**src/rtl/vector_register_reader.sv**
```systemverilog
// ----------------------------------------------------------------------------
// vector_register_reader
//
// Read-side streamer for the vector register file. A request names a vector
// register and an element count. The block then reads elements 0..vlen-1
// through the register file's 1-cycle-latency read port. It presents them in
// ascending order, one per cycle, on a valid/ready element stream toward the
// execution lanes.
//
// Ports
//   clk, reset_n               clock, asynchronous active-low reset
//   req_valid / req_ready      request handshake
//   req_vreg, req_vlen         register to read, element count (0..DEPTH)
//   rf_rd_en                   register file read strobe
//   rf_rd_vreg, rf_rd_idx      read address, zero when no read is issued
//   rf_rd_data                 read data, valid the cycle after rf_rd_en
//   elem_valid / elem_ready    element stream handshake
//   elem_data, elem_idx        element value and index
//   elem_last                  element carries index vlen-1
//   done                       one-cycle pulse when a request has completed
// ----------------------------------------------------------------------------
module vector_register_reader #(
    parameter int  VECTOR_REG_WIDTH = 64,
    parameter int  VECTOR_REG_DEPTH = 64,
    parameter int  NUM_VREGS        = 8,
    localparam int VREG_W           = $clog2(NUM_VREGS),
    localparam int IDX_W            = $clog2(VECTOR_REG_DEPTH),
    localparam int VLEN_W           = IDX_W + 1
) (
    input  logic                        clk,
    input  logic                        reset_n,

    input  logic                        req_valid,
    output logic                        req_ready,
    input  logic [VREG_W-1:0]           req_vreg,
    input  logic [VLEN_W-1:0]           req_vlen,

    output logic                        rf_rd_en,
    output logic [VREG_W-1:0]           rf_rd_vreg,
    output logic [IDX_W-1:0]            rf_rd_idx,
    input  logic [VECTOR_REG_WIDTH-1:0] rf_rd_data,

    output logic                        elem_valid,
    input  logic                        elem_ready,
    output logic [VECTOR_REG_WIDTH-1:0] elem_data,
    output logic [IDX_W-1:0]            elem_idx,
    output logic                        elem_last,
    output logic                        done
);

    // Return buffer size. It matches the credit limit, so one element can
    // be in each stage of the read pipeline and the stream keeps running
    // at full rate.
    localparam int FIFO_DEPTH = 3;

    typedef enum logic [0:0] {
        IDLE,
        STREAM
    } state_t;

    // ------------------------------------------------------------------
    // Request / sequencing state
    // ------------------------------------------------------------------
    state_t              state_q, state_d;
    logic [VREG_W-1:0]   vreg_q, vreg_d;
    logic [VLEN_W-1:0]   vlen_q, vlen_d;
    logic [VLEN_W-1:0]   issue_idx_q, issue_idx_d;
    logic                done_q, done_d;

    // Read launched in the previous cycle; its data is on rf_rd_data now.
    logic                inflight_valid_q;
    logic [IDX_W-1:0]    inflight_idx_q;

    // Return FIFO (circular, 3 entries)
    logic [VECTOR_REG_WIDTH-1:0] fifo_data [FIFO_DEPTH];
    logic [IDX_W-1:0]            fifo_idx  [FIFO_DEPTH];
    logic [1:0]                  rd_ptr_q;
    logic [1:0]                  wr_ptr_q;
    logic [1:0]                  count_q;

    logic                accept;
    logic [2:0]          credits_used;
    logic                issue;
    logic                push;
    logic                pop;
    logic                last_xfer;
    logic [VLEN_W-1:0]   last_idx;

    function automatic logic [1:0] ptr_inc(input logic [1:0] ptr);
        return (ptr == 2'(FIFO_DEPTH - 1)) ? 2'd0 : ptr + 2'd1;
    endfunction

    // ------------------------------------------------------------------
    // Handshakes and read issue
    // ------------------------------------------------------------------
    assign req_ready = (state_q == IDLE);
    assign accept    = req_valid && req_ready;

    // Credits come from the occupancy at the start of the cycle. A pop in
    // the same cycle is not counted, which keeps the issue path short.
    assign credits_used = {1'b0, count_q} + {2'b00, inflight_valid_q};
    assign issue        = (state_q == STREAM)
                       && (issue_idx_q < vlen_q)
                       && (credits_used < 3'(FIFO_DEPTH));

    assign rf_rd_en   = issue;
    assign rf_rd_vreg = issue ? vreg_q : '0;
    assign rf_rd_idx  = issue ? issue_idx_q[IDX_W-1:0] : '0;

    // ------------------------------------------------------------------
    // Element stream, driven from the FIFO head
    // ------------------------------------------------------------------
    assign elem_valid = (count_q != 2'd0);
    assign elem_data  = elem_valid ? fifo_data[rd_ptr_q] : '0;
    assign elem_idx   = elem_valid ? fifo_idx[rd_ptr_q]  : '0;

    // Only evaluated in STREAM, where vlen_q is at least 1, so no underflow.
    assign last_idx  = vlen_q - VLEN_W'(1);
    assign elem_last = elem_valid && ({1'b0, elem_idx} == last_idx);

    assign push      = inflight_valid_q;
    assign pop       = elem_valid && elem_ready;
    assign last_xfer = pop && elem_last;

    assign done = done_q;

    // ------------------------------------------------------------------
    // Next-state logic
    // ------------------------------------------------------------------
    // NOTE: every variable gets its default before the case statement, so no
    // path leaves a value unassigned and no latch is inferred.
    always_comb begin
        state_d     = state_q;
        vreg_d      = vreg_q;
        vlen_d      = vlen_q;
        issue_idx_d = issue_idx_q;
        done_d      = 1'b0;

        unique case (state_q)
            IDLE: begin
                if (accept) begin
                    vreg_d      = req_vreg;
                    vlen_d      = req_vlen;
                    issue_idx_d = '0;
                    if (req_vlen == '0) begin
                        // Empty vector: complete right away without any reads.
                        done_d = 1'b1;
                    end else begin
                        state_d = STREAM;
                    end
                end
            end

            STREAM: begin
                if (issue) begin
                    // One bit wider than the element index, so it stops at
                    // DEPTH for a full-length vector and does not wrap to 0.
                    issue_idx_d = issue_idx_q + VLEN_W'(1);
                end
                if (last_xfer) begin
                    state_d = IDLE;
                    done_d  = 1'b1;
                end
            end

            default: begin
                state_d = IDLE;
            end
        endcase
    end

    // ------------------------------------------------------------------
    // State registers
    // ------------------------------------------------------------------
    // NOTE: sequential state uses non-blocking assignments. All registers
    // then update together at the clock edge, whatever order the blocks run.
    always_ff @(posedge clk or negedge reset_n) begin
        if (!reset_n) begin
            state_q     <= IDLE;
            vreg_q      <= '0;
            vlen_q      <= '0;
            issue_idx_q <= '0;
            done_q      <= 1'b0;
        end else begin
            state_q     <= state_d;
            vreg_q      <= vreg_d;
            vlen_q      <= vlen_d;
            issue_idx_q <= issue_idx_d;
            done_q      <= done_d;
        end
    end

    // A reset mid-stream clears this tag, so data returned for a read
    // abandoned by the reset is never written into the FIFO.
    always_ff @(posedge clk or negedge reset_n) begin
        if (!reset_n) begin
            inflight_valid_q <= 1'b0;
            inflight_idx_q   <= '0;
        end else begin
            inflight_valid_q <= issue;
            inflight_idx_q   <= rf_rd_idx;
        end
    end

    // ------------------------------------------------------------------
    // Return FIFO control. The credit rule guarantees push never meets a
    // full FIFO, so no full check is needed here.
    // ------------------------------------------------------------------
    always_ff @(posedge clk or negedge reset_n) begin
        if (!reset_n) begin
            rd_ptr_q <= '0;
            wr_ptr_q <= '0;
            count_q  <= '0;
        end else begin
            if (push) begin
                wr_ptr_q <= ptr_inc(wr_ptr_q);
            end
            if (pop) begin
                rd_ptr_q <= ptr_inc(rd_ptr_q);
            end
            unique case ({push, pop})
                2'b10:   count_q <= count_q + 2'd1;
                2'b01:   count_q <= count_q - 2'd1;
                default: count_q <= count_q;
            endcase
        end
    end

    // NOTE: the FIFO storage has no reset. Its contents are never seen
    // while count_q is zero, because the outputs are forced to zero when the
    // FIFO is empty.
    always_ff @(posedge clk) begin
        if (push) begin
            fifo_data[wr_ptr_q] <= rf_rd_data;
            fifo_idx[wr_ptr_q]  <= inflight_idx_q;
        end
    end

endmodule

```
**config.mk**
```make
export PLATFORM = sky130hd
export DESIGN_NAME = vector_register_reader
export DESIGN_NICKNAME = d
export VERILOG_FILES = /design/src/rtl/vector_register_reader.sv
export SDC_FILE = /design/constraint.sdc
export NUM_CORES = 1
export LEC_CHECK = 0
export CAP_MARGIN = 20
export CORE_MARGIN = 10
export CORE_UTILIZATION = 42
export CTS_BUF_LIST = sky130_fd_sc_hd__clkbuf_8 sky130_fd_sc_hd__clkbuf_16
export DETAILED_ROUTE_END_ITERATION = 8
export MAX_ROUTING_LAYER = met4
export PLACE_DENSITY = 0.65
export SYNTH_ARGS = -nofsm -noshare
export SYNTH_HDL_FRONTEND = slang
export SYNTH_SLANG_ARGS = --single-unit
```
**constraint.sdc**
```tcl
create_clock -name clk -period 13 [get_ports clk]
set_clock_uncertainty 0.1 [all_clocks]
set_input_delay 1.3 -clock clk [delete_from_list [all_inputs] [get_ports clk]]
set_output_delay 1.3 -clock clk [all_outputs]
set_load 0.02 [all_outputs]
```
======== Word-level counts from Yosys, hierarchy flattened ========
Memory sizes are Yosys's and may differ from the RTL's.
Cells that the tools add are included.
operators by class
  div/mod/pow operators ................... 0
  shift-type cells ........................ 0
  mux-type cells .......................... 20
  bitwise operators ....................... 1
  reductions and logical operators ........ 11
  magnitude comparators ................... 2
  multipliers ............................. 0
  eq/ne operators ......................... 7
  add/subtract/negate cells ............... 7
operators with widths
  cell                   count
  $mux W64               1
  $mux W7                2
  $pmux W7 S2            1
  $mux W6                2
  $mux W1                8
  $add A7 B1 Y7 const B  1
  $eq A6 B7 Y1           1
  $logic_not A7 Y1       1
  $lt A7 B7 Y1           1
  $sub A7 B1 Y7 const B  1
  $add A2 B1 Y2 const B  3
  $eq A2 B2 Y1 const B   3
  $logic_and A1 B1 Y1    6
  $mux W2                2
  $ne A2 B1 Y1 const B   2
  $pmux W1 S2            2
  $pmux W2 S2            1
  $reduce_and A2 Y1      2
  $reduce_bool A2 Y1     2
  $add A2 B1 Y3          1
  $lt A3 B2 Y1 const B   1
  $mux W3                1
  $eq A2 B1 Y1 const B   1
  $sub A2 B1 Y2 const B  1
  $not A1 Y1             1
word-level totals
  memory bits (read-only) ................. 0
  memories ................................ 2
  input bits .............................. 78
  bits in writable memories ............... 210
  latch bits .............................. 0
  register bits ........................... 32
  output and inout port bits .............. 84
memories
  memory     words  width  rd ports  clocked after memory_dff  wr ports  line  RTL
  fifo_data  3      64     1         0                         1         75    logic [VECTOR_REG_WIDTH-1:0] fifo_data [FIFO_DEPTH];
  fifo_idx   3      6      1         0                         1         76    logic [IDX_W-1:0] fifo_idx [FIFO_DEPTH];

======== Depth between registers and ports, before layout ========
Gate-level depths: netlist (run 1).
  depth after elaboration ................. 7
  mapped depth ............................ 8

======== Least setup slack after synthesis (run 1) ========
No wires, ideal clock.
  path type ............................... register -> register
  start ................................... reg inflight_valid_q
  end ..................................... mem fifo_data[2][0] (enable)
  required time ........................... 12302 ps
  path slack .............................. 6757 ps
  stages on the path, launching flop included .. 3
  buffers on the path ..................... 0
  library setup time ...................... 598 ps
  data arrival time ....................... 5544 ps
  period minus slack after synthesis ...... 6243 ps
  path through ............................ dfrtp_1 -> inv_1 -> nor3b_1
on the way
  word-level cells in the longest chain between the ends .. 2
RTL lines
  element                        line  RTL
  start: declaration             71    logic inflight_valid_q;
  start signal: assignment       200   inflight_valid_q <= issue;
  $mux W1                        233   if (push) begin
  $mux W1 (not written as such)  234   fifo_data[wr_ptr_q] <= rf_rd_data;
  end: declaration               75
Every way passes these cells.

======== Final worst setup path (run 1) ========
  start ................................... reg count_q[0]
  end ..................................... out rf_rd_idx[2]
on the way
  word-level cells in the longest chain between the ends .. 4
RTL lines
  element                   line  RTL
  start: declaration        79    logic [1:0] count_q;
  start signal: assignment  222   2'b10: count_q <= count_q + 2'd1;
  start signal: assignment  223   2'b01: count_q <= count_q - 2'd1;
  start signal: assignment  224   default: count_q <= count_q;
  $add A2 B1 Y3             101   assign credits_used = {1'b0, count_q} + {2'b00, inflight_valid_q};
  $lt A3 B2 Y1              104   && (credits_used < 3'(FIFO_DEPTH));
  $logic_and A1 B1 Y1       104
  $mux W6                   108   assign rf_rd_idx = issue ? issue_idx_q[IDX_W-1:0] : '0;
  end: declaration          40    output logic [IDX_W-1:0] rf_rd_idx,
Every way passes these cells.

==> impl_summary.txt, run 1 <==
----------------------------------------------------
[Logic synthesis]
  Total standard cell area after synthesis ... 9830 µm²
  Proportion of register bits with asynchronous set or reset after synthesis ... 0.132
  Proportion of synthesized chip area in sequential cells ... 0.723
  Post-synth net total ... 775
  Portion of synthesized cell area occupied by the leading cell type ... 0.642
  Number of unique standard cell types used by synthesis ... 44
  Number of flops mapped to enable cells by yosys ... 210
  Primary FF master, synth ... sky130_fd_sc_hd__edfxtp_1
  Synthesized instance count ... 686
  Cells taking the most area after synthesis ... sky130_fd_sc_hd__edfxtp_1 64%, sky130_fd_sc_hd__dfrtp_1 8.1%, sky130_fd_sc_hd__mux2i_1 7.6%
  Mean Syn Cell Area ... 14.3 µm²
  YS warnings ... 0
  Synth Register Bits ... 242
  Synth area leader ... sky130_fd_sc_hd__edfxtp_1

[STA]
  Slew margin rel. ... 0.281
  Post-route clock period utilization ... 0.386
  Slew of the pin with the lowest slew margin ... 1.08 ns
  Fin crit period ... 5.02 ns
  Unrepaired setup endpoints after global routing ... false
  # setup viols final ... 0
  Maximum operating frequency ... 0.199 GHz
  Max Slew Vio Count ... 0
  Number of hold-slack violations in the final timing report ... 0
  Setup TNS Final ... 0 ns
  Worst setup slack after layout ... 7.98 ns

[Detailed routing]
  Number of DRC markers after the initial detailed-route iteration ... 287
  Drt first pass iters ... 4
  Via count ... 5860
  Routed length per placed instance ... 18.1 µm
  Remaining antenna violation count ... 0
  Total DRC errors in the routed layout ... 0
  DRT Wirelength ... 21.4 mm
  Vias/cell ... 4.94

[Setup path]
  Critical Path End Type ... output port
  Required time at the endpoint of the critical path ... 11.60 ns
  Launching element type of the critical path ... flip-flop
  Largest fanout of any net on the critical path ... 13
  Type of the worst setup path ... reg -> out
  Critical path arrival ... 3.62 ns
  R2r worst-path depth ... 6

[Clock tree]
  Latest clock arrival within the worst-skew pair ... 0.51 ns
  Number of buffers inserted by post-CTS setup repair ... 0
  Buffers from clock root to sink, at most ... 3
  Post-cts sizing count ... 0
  CTS tree ... done
  Clock Sinks ... 242
  # hold bufs at CTS ... 0
  Total CTS buffers ... 26
  Clk Tree Root Cell ... sky130_fd_sc_hd__clkbuf_16
  Clock transition at the registers of the reported paths ... 0.06 ns
  Level count of the clock H-tree ... 1

[Die]
  FP Rows ... 55
  Die height ... 173 µm
  Core Footprint ... 22800 µm²
  Die width ... 173 µm
  Number of top-level pins ... 162
  Starting Density ... 0.430
  Full die area ... 29900 µm²

[Worst hold path]
  Worst hold path class ... reg -> reg
  Hold path cells ... 0

[Placed design]
  Post-detail-place hpwl ... 13.8 mm
  Routability cong. ... 0.762
  Worst slack at placement ... 8.54 ns
  Number of port buffers ... 161

[Status]
  Outcome ... finished, final reports clean

[Layout]
  Nets@finish ... 943
  Number of fill cells ... 1915
  Share of post-route cells with drive strength above 1 ... 0.0859
  Final design utilization ... 0.556
  Area growth syn-to-layout ... 29.2%

[Global routing]
  First-pass GRT wire length ... 34.0 mm
  Number of antenna violations at the first check in global routing ... 1
  Number of global-route vias before repair ... 6029
  Residual overflow from global routing ... 0
  Overall Global Routing Usage ... 0.144
  Pin count of the biggest net entering global routing ... 95

[Pwr]
  Power Dens Cells ... 270 nW/µm²
  Leakage power figure ... 0.00466 µW
  Maximum vdd ir drop ... 0.000191 V

[Flow run]
  Maximum Capacitance Violations ... 0

----------------------------------------------------
[logic make-up (layout without fill, tap and decap cells)]
group,count (synthesis),count (layout),share of synthesized area
compound gates,94,94,0.0551
xor+xnor,10,10,0.00891
fa+ha+maj,11,11,0.0140
buf+inv,47,234,0.0194
flops,242,242,0.723
mux,92,92,0.0977
other cells,0,1,0
simple gates,190,190,0.0817
[Yosys cell counts, drive strengths merged, types with 4 or more instances]
cell type and n:
edfxtp 210, nor2 137, mux2i 77, a21oi 70, dfrtp 32, clkbuf 25
nand2 18, mux2 15, inv 14, and2 11, ha 11, buf 8
xnor2 8, a211oi 6, nand3 6, a21o 5, nand2b 5, a2111oi 4
nor3 4
[through the flow]
stage / hold WS (ns) / instance area [µm²] / power [µW] / cells
after floorplan: 0.338 / 9830 / 2130 / 686
after detailed placement: 0.357 / 11800 / 2760 / 1139
final: 0.367 / 12700 / 3430 / 1187
after CTS: 0.370 / 12700 / 3490 / 1186
after global placement: 0.370 / 11800 / 2720 / 1136
after global routing: 0.389 / 12700 / 3660 / 1187
[power by group]
group	switching [µW]	total, µW	internal, µW
Clock	283	716	434
Sequential	100	1190	1090
Combinational	870	1520	652
Total	1250	3430	2180
[flip-flops by register name, indices dropped and copies added (netlist names)]
register          cells
wr_ptr_q              2
state_q               1
inflight_valid_q      1
issue_idx_q           7
done                  1
fifo_data           192
vreg_q                3
rd_ptr_q              2
fifo_idx             18
vlen_q                7
inflight_idx_q        6
count_q               2
[routing by layer]
layer | global-route usage | routed length (µm)
met4 | 0.0449 | 475
met1 | 0.180 | 9600
met5 | - | 0
met2 | 0.230 | 10200
met3 | 0.0331 | 1210
[final timing paths]
path                                    from              to  slack (ns)
max                               count_q[0]    rf_rd_idx[2]        7.98
min                        inflight_idx_q[3]  fifo_idx[1][3]        0.37
max in group asynchronous            reset_n     rd_ptr_q[1]       11.38
min in group asynchronous            reset_n            done        1.08
max reg2reg                       count_q[0]  issue_idx_q[1]       10.33
min reg2reg                inflight_idx_q[3]  fifo_idx[1][3]        0.37
[layout make-up]
| cell class | count | area, µm² | area share |
|---|---|---|---|
| antenna | 1 | 2.50 | 0.000197 |
| clock inverter | 20 | 170 | 0.0134 |
| multi-input combinational | 397 | 2550 | 0.201 |
| inverter | 14 | 52.6 | 0.00414 |
| clock buffer | 27 | 676 | 0.0532 |
| sequential | 242 | 7110 | 0.560 |
| tap | 313 | 392 | 0.0308 |
| timing repair buffer | 173 | 1740 | 0.137 |
[critical path, cell delays in order, from the launching register on]
cell and delay [ns]:
sky130_fd_sc_hd__dfrtp_1 0.44, sky130_fd_sc_hd__ha_1 0.21, sky130_fd_sc_hd__ha_1 0.26, sky130_fd_sc_hd__a211oi_1 0.30
sky130_fd_sc_hd__nand2_1 0.17, sky130_fd_sc_hd__a21oi_1 0.81, sky130_fd_sc_hd__and2_1 0.28, sky130_fd_sc_hd__clkdlybuf4s50_1 0.63
[cell usage in the layout (no fill, tap or decap), types with 2 or more instances in the layout]
cell / Yosys / layout
sky130_fd_sc_hd__nor2_4: 0 / 2
sky130_fd_sc_hd__and2_1: 10 / 10
sky130_fd_sc_hd__inv_1: 13 / 15
sky130_fd_sc_hd__nor3_1: 4 / 3
sky130_fd_sc_hd__clkinv_1: 0 / 7
sky130_fd_sc_hd__nor3b_1: 3 / 2
sky130_fd_sc_hd__ha_1: 11 / 11
sky130_fd_sc_hd__a211oi_1: 6 / 6
sky130_fd_sc_hd__xnor2_1: 8 / 8
sky130_fd_sc_hd__nand2b_1: 5 / 5
sky130_fd_sc_hd__clkbuf_16: 0 / 27
sky130_fd_sc_hd__clkdlybuf4s50_1: 0 / 161
sky130_fd_sc_hd__clkinv_2: 0 / 6
sky130_fd_sc_hd__edfxtp_1: 210 / 210
sky130_fd_sc_hd__mux2_2: 12 / 12
sky130_fd_sc_hd__nand3_1: 6 / 6
sky130_fd_sc_hd__a21o_1: 5 / 5
sky130_fd_sc_hd__nand2_1: 18 / 18
sky130_fd_sc_hd__dfrtp_4: 0 / 2
sky130_fd_sc_hd__a21oi_1: 70 / 70
sky130_fd_sc_hd__nor2_1: 136 / 135
sky130_fd_sc_hd__mux2i_1: 75 / 75
sky130_fd_sc_hd__mux2_1: 2 / 2
sky130_fd_sc_hd__dfrtp_1: 32 / 30
sky130_fd_sc_hd__o21ai_0: 2 / 2
sky130_fd_sc_hd__buf_4: 0 / 9
sky130_fd_sc_hd__a2111oi_0: 4 / 4
sky130_fd_sc_hd__bufinv_16: 0 / 3
sky130_fd_sc_hd__xor2_1: 2 / 2
No activity file was read; power rests on OpenSTA's default activity.
==> inputs of run 2 (changes only) <==
Clock period 13 ns to 4.7 ns, I/O delays scaled along.
==> impl_summary.txt, run 2 (synthesized netlist as in run 1, its figures left out) <==
----------------------------------------------------
[Setup path]
  Flop2flop setup slack ... 2.13 ns
  Critical Path End Type ... output port
  Critical path arrival ... 3.38 ns
  Type of the worst setup path ... reg -> out
  Source of the worst register-to-register timing path ... count_q[0]
  R2r worst-path depth ... 6
  Required time at the endpoint of the critical path ... 4.13 ns
  Largest fanout of any net on the critical path ... 8
  Launching element type of the critical path ... flip-flop
  Reg-to-reg endpoint ... issue_idx_q[5]

[Pwr]
  Maximum vdd ir drop ... 0.000573 V
  Switching power ... 3450 µW
  Clock Power Share ... 0.196
  Switching share of power ... 0.369
  Portion of total power attributed to combinational logic ... 0.448
  Power Dens Cells ... 739 nW/µm²
  Sequential power share ... 0.356
  Internal power ... 5890 µW
  Leakage power figure ... 0.00464 µW

[Global routing]
  Number of antenna violations at the first check in global routing ... 0
  Overall Global Routing Usage ... 0.138
  First-pass GRT wire length ... 32.8 mm
  Number of global-route vias before repair ... 5813
  Pin count of the biggest net entering global routing ... 101
  Residual overflow from global routing ... 0

[Layout]
  Antenna cell count ... 0
  Area growth syn-to-layout ... 28.6%
  Nets@finish ... 943
  Final design utilization ... 0.553
  Register with the most flip-flops ... fifo_data
  Number of flip-flops under the largest register name ... 192
  Post-route cell area ... 12600 µm²
  Registers with the highest flip-flop counts ... fifo_data (192), fifo_idx (18)
  Share of post-route cells with drive strength above 1 ... 0.0813
  Number of fill cells ... 1890
  Storage cell area ... 7110 µm²
  Most frequent cells in the layout ... 210 x sky130_fd_sc_hd__edfxtp_1, 161 x sky130_fd_sc_hd__clkdlybuf4s50_1, 135 x sky130_fd_sc_hd__nor2_1
  Leading cell type in the layout, fill and taps excluded ... sky130_fd_sc_hd__edfxtp_1
  Footprint of the multi-input gates ... 2560 µm²

[Detailed routing]
  DRT Wirelength ... 20.8 mm
  Total DRC errors in the routed layout ... 0
  Via count ... 5837
  Drt first pass iters ... 4
  Routed length per placed instance ... 17.6 µm
  Vias/cell ... 4.92
  Remaining antenna violation count ... 0
  Number of DRC markers after the initial detailed-route iteration ... 294

[Clock tree]
  Clock Sinks ... 242
  Total CTS buffers ... 26
  Post-cts sizing count ... 0
  CTS tree ... done
  Number of buffers inserted by post-CTS setup repair ... 0
  Buffers from clock root to sink, at most ... 3
  Clock transition at the registers of the reported paths ... 0.06 ns
  Clk Tree Root Cell ... sky130_fd_sc_hd__clkbuf_16
  Latest clock arrival within the worst-skew pair ... 0.52 ns
  Level count of the clock H-tree ... 1
  # hold bufs at CTS ... 0

[Die]
  Die height ... 173 µm
  Core Footprint ... 22800 µm²
  Die width ... 173 µm
  Full die area ... 29900 µm²
  Starting Density ... 0.430
  Number of top-level pins ... 162
  FP Rows ... 55

[STA]
  Max Slew Vio Count ... 0
  Number of hold-slack violations in the final timing report ... 0
  Setup TNS Final ... 0 ns
  Slew of the pin with the lowest slew margin ... 1.03 ns
  Unrepaired setup endpoints after global routing ... false
  Post-route clock period utilization ... 0.840
  Fin crit period ... 3.95 ns
  # setup viols final ... 0
  Slew margin rel. ... 0.316
  Maximum operating frequency ... 0.253 GHz

[Status]
  Outcome ... finished, final reports clean

[Placed design]
  Routability cong. ... 0.762
  Post-detail-place hpwl ... 13.1 mm
  Number of port buffers ... 161
  Placed standard-cell area ... 11800 µm²

[Worst hold path]
  Worst hold path class ... in -> async

[Flow run]
  Maximum Capacitance Violations ... 0

----------------------------------------------------
[run 2: cell types whose count changed in the layout (fill, tap and decap cells not counted), sizes merged]
cell,previous run,this run
bufinv,3,1
clkbuf,27,26
clkinvlp,1,2
diode,1,0
inv,17,19
[run 2: power by group through the flow]
stage | logic (µW) | clock network, µW | registers, µW
final | 4180 | 1830 | 3330
after floorplan | 2600 | 0 | 3270
after detailed placement | 4230 | 0 | 3380
after global routing | 4570 | 1980 | 3390
after global placement | 4210 | 0 | 3360
after CTS | 4260 | 1890 | 3340
[run 2: worst max-delay path: stages (launching register included)]
cell and delay (ns):
sky130_fd_sc_hd__dfrtp_1 0.44, sky130_fd_sc_hd__ha_1 0.21, sky130_fd_sc_hd__ha_1 0.27, sky130_fd_sc_hd__a211oi_1 0.32, sky130_fd_sc_hd__nand2_1 0.17, sky130_fd_sc_hd__a21oi_1 0.43
sky130_fd_sc_hd__buf_4 0.25, sky130_fd_sc_hd__and2_1 0.15, sky130_fd_sc_hd__clkdlybuf4s50_1 0.63
[run 2: worst max-delay path by stage]
| stage | end | from | depth (start not counted) | slack (ns) |
|---|---|---|---|---|
| 2_1_floorplan | fifo_data[1][0] | wr_ptr_q[0] | 2 | 0.68 |
| 3_3_place_gp | rf_rd_idx[4] | count_q[0] | 8 | 1.37 |
| 3_5_place_dp | rf_rd_idx[4] | count_q[0] | 8 | 1.31 |
| 4_1_cts | rf_rd_idx[4] | count_q[0] | 8 | 0.72 |
| 5_1_grt | rf_rd_idx[0] | count_q[0] | 8 | 0.51 |
| 6_report | rf_rd_idx[4] | count_q[0] | 8 | 0.75 |
[run 2: per-layer routing]
layer,up-vias,global-route usage,wire length (µm)
li1,2857,-,-
met1,2818,0.179,9520
met2,136,0.218,9900
met3,26,0.0316,1100
met4,0,0.0309,308
met5,-,-,0
[run 2: final cells by class]
type / instances / share of cell area
Clock buffer: 26 / 0.0515
Clock inverter: 21 / 0.0103
Tap cell: 313 / 0.0310
Timing Repair Buffer: 173 / 0.137
Inverter: 14 / 0.00416
Sequential cell: 242 / 0.563
Multi-Input combinational cell: 397 / 0.203
[run 2: per-stage QoR]
stage	hold slack (ns)	instances	worst slack, ns	power, µW
global placement	0.368	1138	1.37	7570
detailed placement	0.367	1138	1.31	7610
global route	0.277	1186	0.514	9940
floorplan	0.0744	686	0.683	5870
finish	0.256	1186	0.751	9340
CTS	0.254	1185	0.721	9480
==> inputs of run 3 (changes only) <==
Clock period 4.7 ns to 4.1 ns, I/O delays scaled along.
==> impl_summary.txt, run 3 (synthesized netlist as in run 1, its figures left out) <==
----------------------------------------------------
[Flow run]
  Maximum Capacitance Violations ... 0

[STA]
  Max Slew Vio Count ... 0
  Worst setup slack after layout ... 0.374 ns
  Worst hold slack ... 0.190 ns
  Post-route clock period utilization ... 0.909
  Slew of the pin with the lowest slew margin ... 0.853 ns
  Setup TNS Final ... 0 ns
  # setup viols final ... 0
  Slew margin rel. ... 0.431
  Fin crit period ... 3.73 ns
  Number of hold-slack violations in the final timing report ... 0
  Maximum operating frequency ... 0.268 GHz
  Unrepaired setup endpoints after global routing ... false

[Clock tree]
  Buffers from clock root to sink, at most ... 3
  Clk Tree Root Cell ... sky130_fd_sc_hd__clkbuf_16
  Latest clock arrival within the worst-skew pair ... 0.52 ns
  Clock transition at the registers of the reported paths ... 0.06 ns
  Post-cts sizing count ... 0
  Number of buffers inserted by post-CTS setup repair ... 0
  Level count of the clock H-tree ... 1
  # hold bufs at CTS ... 0
  CTS tree ... done
  Total CTS buffers ... 25
  Clock Sinks ... 242

[Setup path]
  Largest fanout of any net on the critical path ... 13
  Critical Path End Type ... output port
  Type of the worst setup path ... reg -> out
  Launching element type of the critical path ... flip-flop
  Source of the worst register-to-register timing path ... count_q[0]
  Start point of the critical path ... count_q[0]
  Critical path arrival ... 3.22 ns
  Required time at the endpoint of the critical path ... 3.59 ns

[Die]
  Core Footprint ... 22800 µm²
  Die width ... 173 µm
  Starting Density ... 0.430
  Full die area ... 29900 µm²
  FP Rows ... 55
  Die height ... 173 µm
  Number of top-level pins ... 162

[Placed design]
  DP Cell Count ... 1138
  Number of port buffers ... 161
  Routability cong. ... 0.741
  Post-detail-place hpwl ... 13.1 mm
  Worst slack at placement ... 0.918 ns

[Pwr]
  Switching share of power ... 0.367
  Clock Power Share ... 0.197
  Switching power ... 3950 µW
  Power Dens Cells ... 850 nW/µm²
  Leakage power figure ... 0.00465 µW
  Internal power ... 6800 µW
  Portion of total power attributed to combinational logic ... 0.450
  Sequential power share ... 0.353
  Total design power ... 10800 µW
  Maximum vdd ir drop ... 0.000646 V

[Global routing]
  Pin count of the biggest net entering global routing ... 112
  Number of antenna violations at the first check in global routing ... 0
  Number of global-route vias before repair ... 5962
  First-pass GRT wire length ... 33.0 mm
  Residual overflow from global routing ... 0
  Overall Global Routing Usage ... 0.140

[Layout]
  Nets@finish ... 942
  Final non-filler cell total ... 1183
  Antenna cell count ... 0
  Most frequent cells in the layout ... 210 x sky130_fd_sc_hd__edfxtp_1, 161 x sky130_fd_sc_hd__clkdlybuf4s50_1, 135 x sky130_fd_sc_hd__nor2_1
  Share of post-route cells with drive strength above 1 ... 0.0759
  Area growth syn-to-layout ... 28.7%
  Number of fill cells ... 1893
  Number of flip-flops under the largest register name ... 192
  Leading cell type in the layout, fill and taps excluded ... sky130_fd_sc_hd__edfxtp_1
  Registers with the highest flip-flop counts ... fifo_data (192), fifo_idx (18)
  Register with the most flip-flops ... fifo_data

[Detailed routing]
  Number of DRC markers after the initial detailed-route iteration ... 325
  DRT Wirelength ... 21.1 mm
  Remaining antenna violation count ... 0
  Routed length per placed instance ... 17.9 µm
  Vias/cell ... 4.98
  Drt first pass iters ... 4
  Via count ... 5891
  Total DRC errors in the routed layout ... 0

[Worst hold path]
  Worst hold path class ... in -> async

[Status]
  Outcome ... finished, final reports clean

----------------------------------------------------
==> run 3: cell types whose count changed in the layout (fill, tap and decap cells not counted), sizes merged <==
cell,change
clkinv,-7
inv,+5
bufinv,+1
clkinvlp,-2
==> run 3: through the flow <==
step	util	instance area [µm²]
5_1_grt	0.554	12600
4_1_cts	0.552	12600
6_report	0.554	12600
2_1_floorplan	-	9840
3_5_place_dp	0.518	11800
3_3_place_gp	0.518	11800
==> run 3: worst max-delay path, cell delays in order (launching register included) <==
cell and delay, ns:
sky130_fd_sc_hd__dfrtp_1 0.45, sky130_fd_sc_hd__ha_1 0.22, sky130_fd_sc_hd__ha_1 0.27, sky130_fd_sc_hd__a211oi_1 0.39, sky130_fd_sc_hd__nand2_1 0.19, sky130_fd_sc_hd__a21oi_1 0.15, sky130_fd_sc_hd__buf_4 0.21, sky130_fd_sc_hd__and2_1 0.20
sky130_fd_sc_hd__clkdlybuf4s50_1 0.63
==> run 3: cell type report <==
type / instances / area, µm² / area share
Inverter: 14 / 52.6 / 0.00416
Clock inverter: 18 / 136 / 0.0108
Sequential cell: 242 / 7110 / 0.563
Timing Repair Buffer: 173 / 1750 / 0.138
Tap cell: 313 / 392 / 0.0310
Clock buffer: 26 / 639 / 0.0506
Multi-Input combinational cell: 397 / 2560 / 0.203
==> run 3: worst paths after layout <==
check	endpoint	slack, ns	depth (start not counted)
max	rf_rd_idx[4]	0.37	8
min	issue_idx_q[1]	0.19	2
max reg2reg	issue_idx_q[5]	1.56	6
min reg2reg	fifo_idx[1][4]	0.37	0
max in group asynchronous	rd_ptr_q[1]	3.38	2
min in group clk	fifo_idx[1][4]	0.37	0
==> run 3: per-layer routing <==
layer	global-route usage	vias up	part of all wire
li1	-	2846	-
met2	0.230	161	0.48
met3	0.0294	31	0.054
met4	0.0320	0	0.018
met1	0.173	2853	0.45
met5	-	-	0
==> run 3: power by group through the flow <==
stage	clock [µW]	combinational, µW	sequential (µW)
floorplan	0	2990	3750
global placement	0	4880	3830
detailed placement	0	4900	3850
CTS	2190	4920	3810
global route	2290	5290	3870
finish	2120	4840	3800
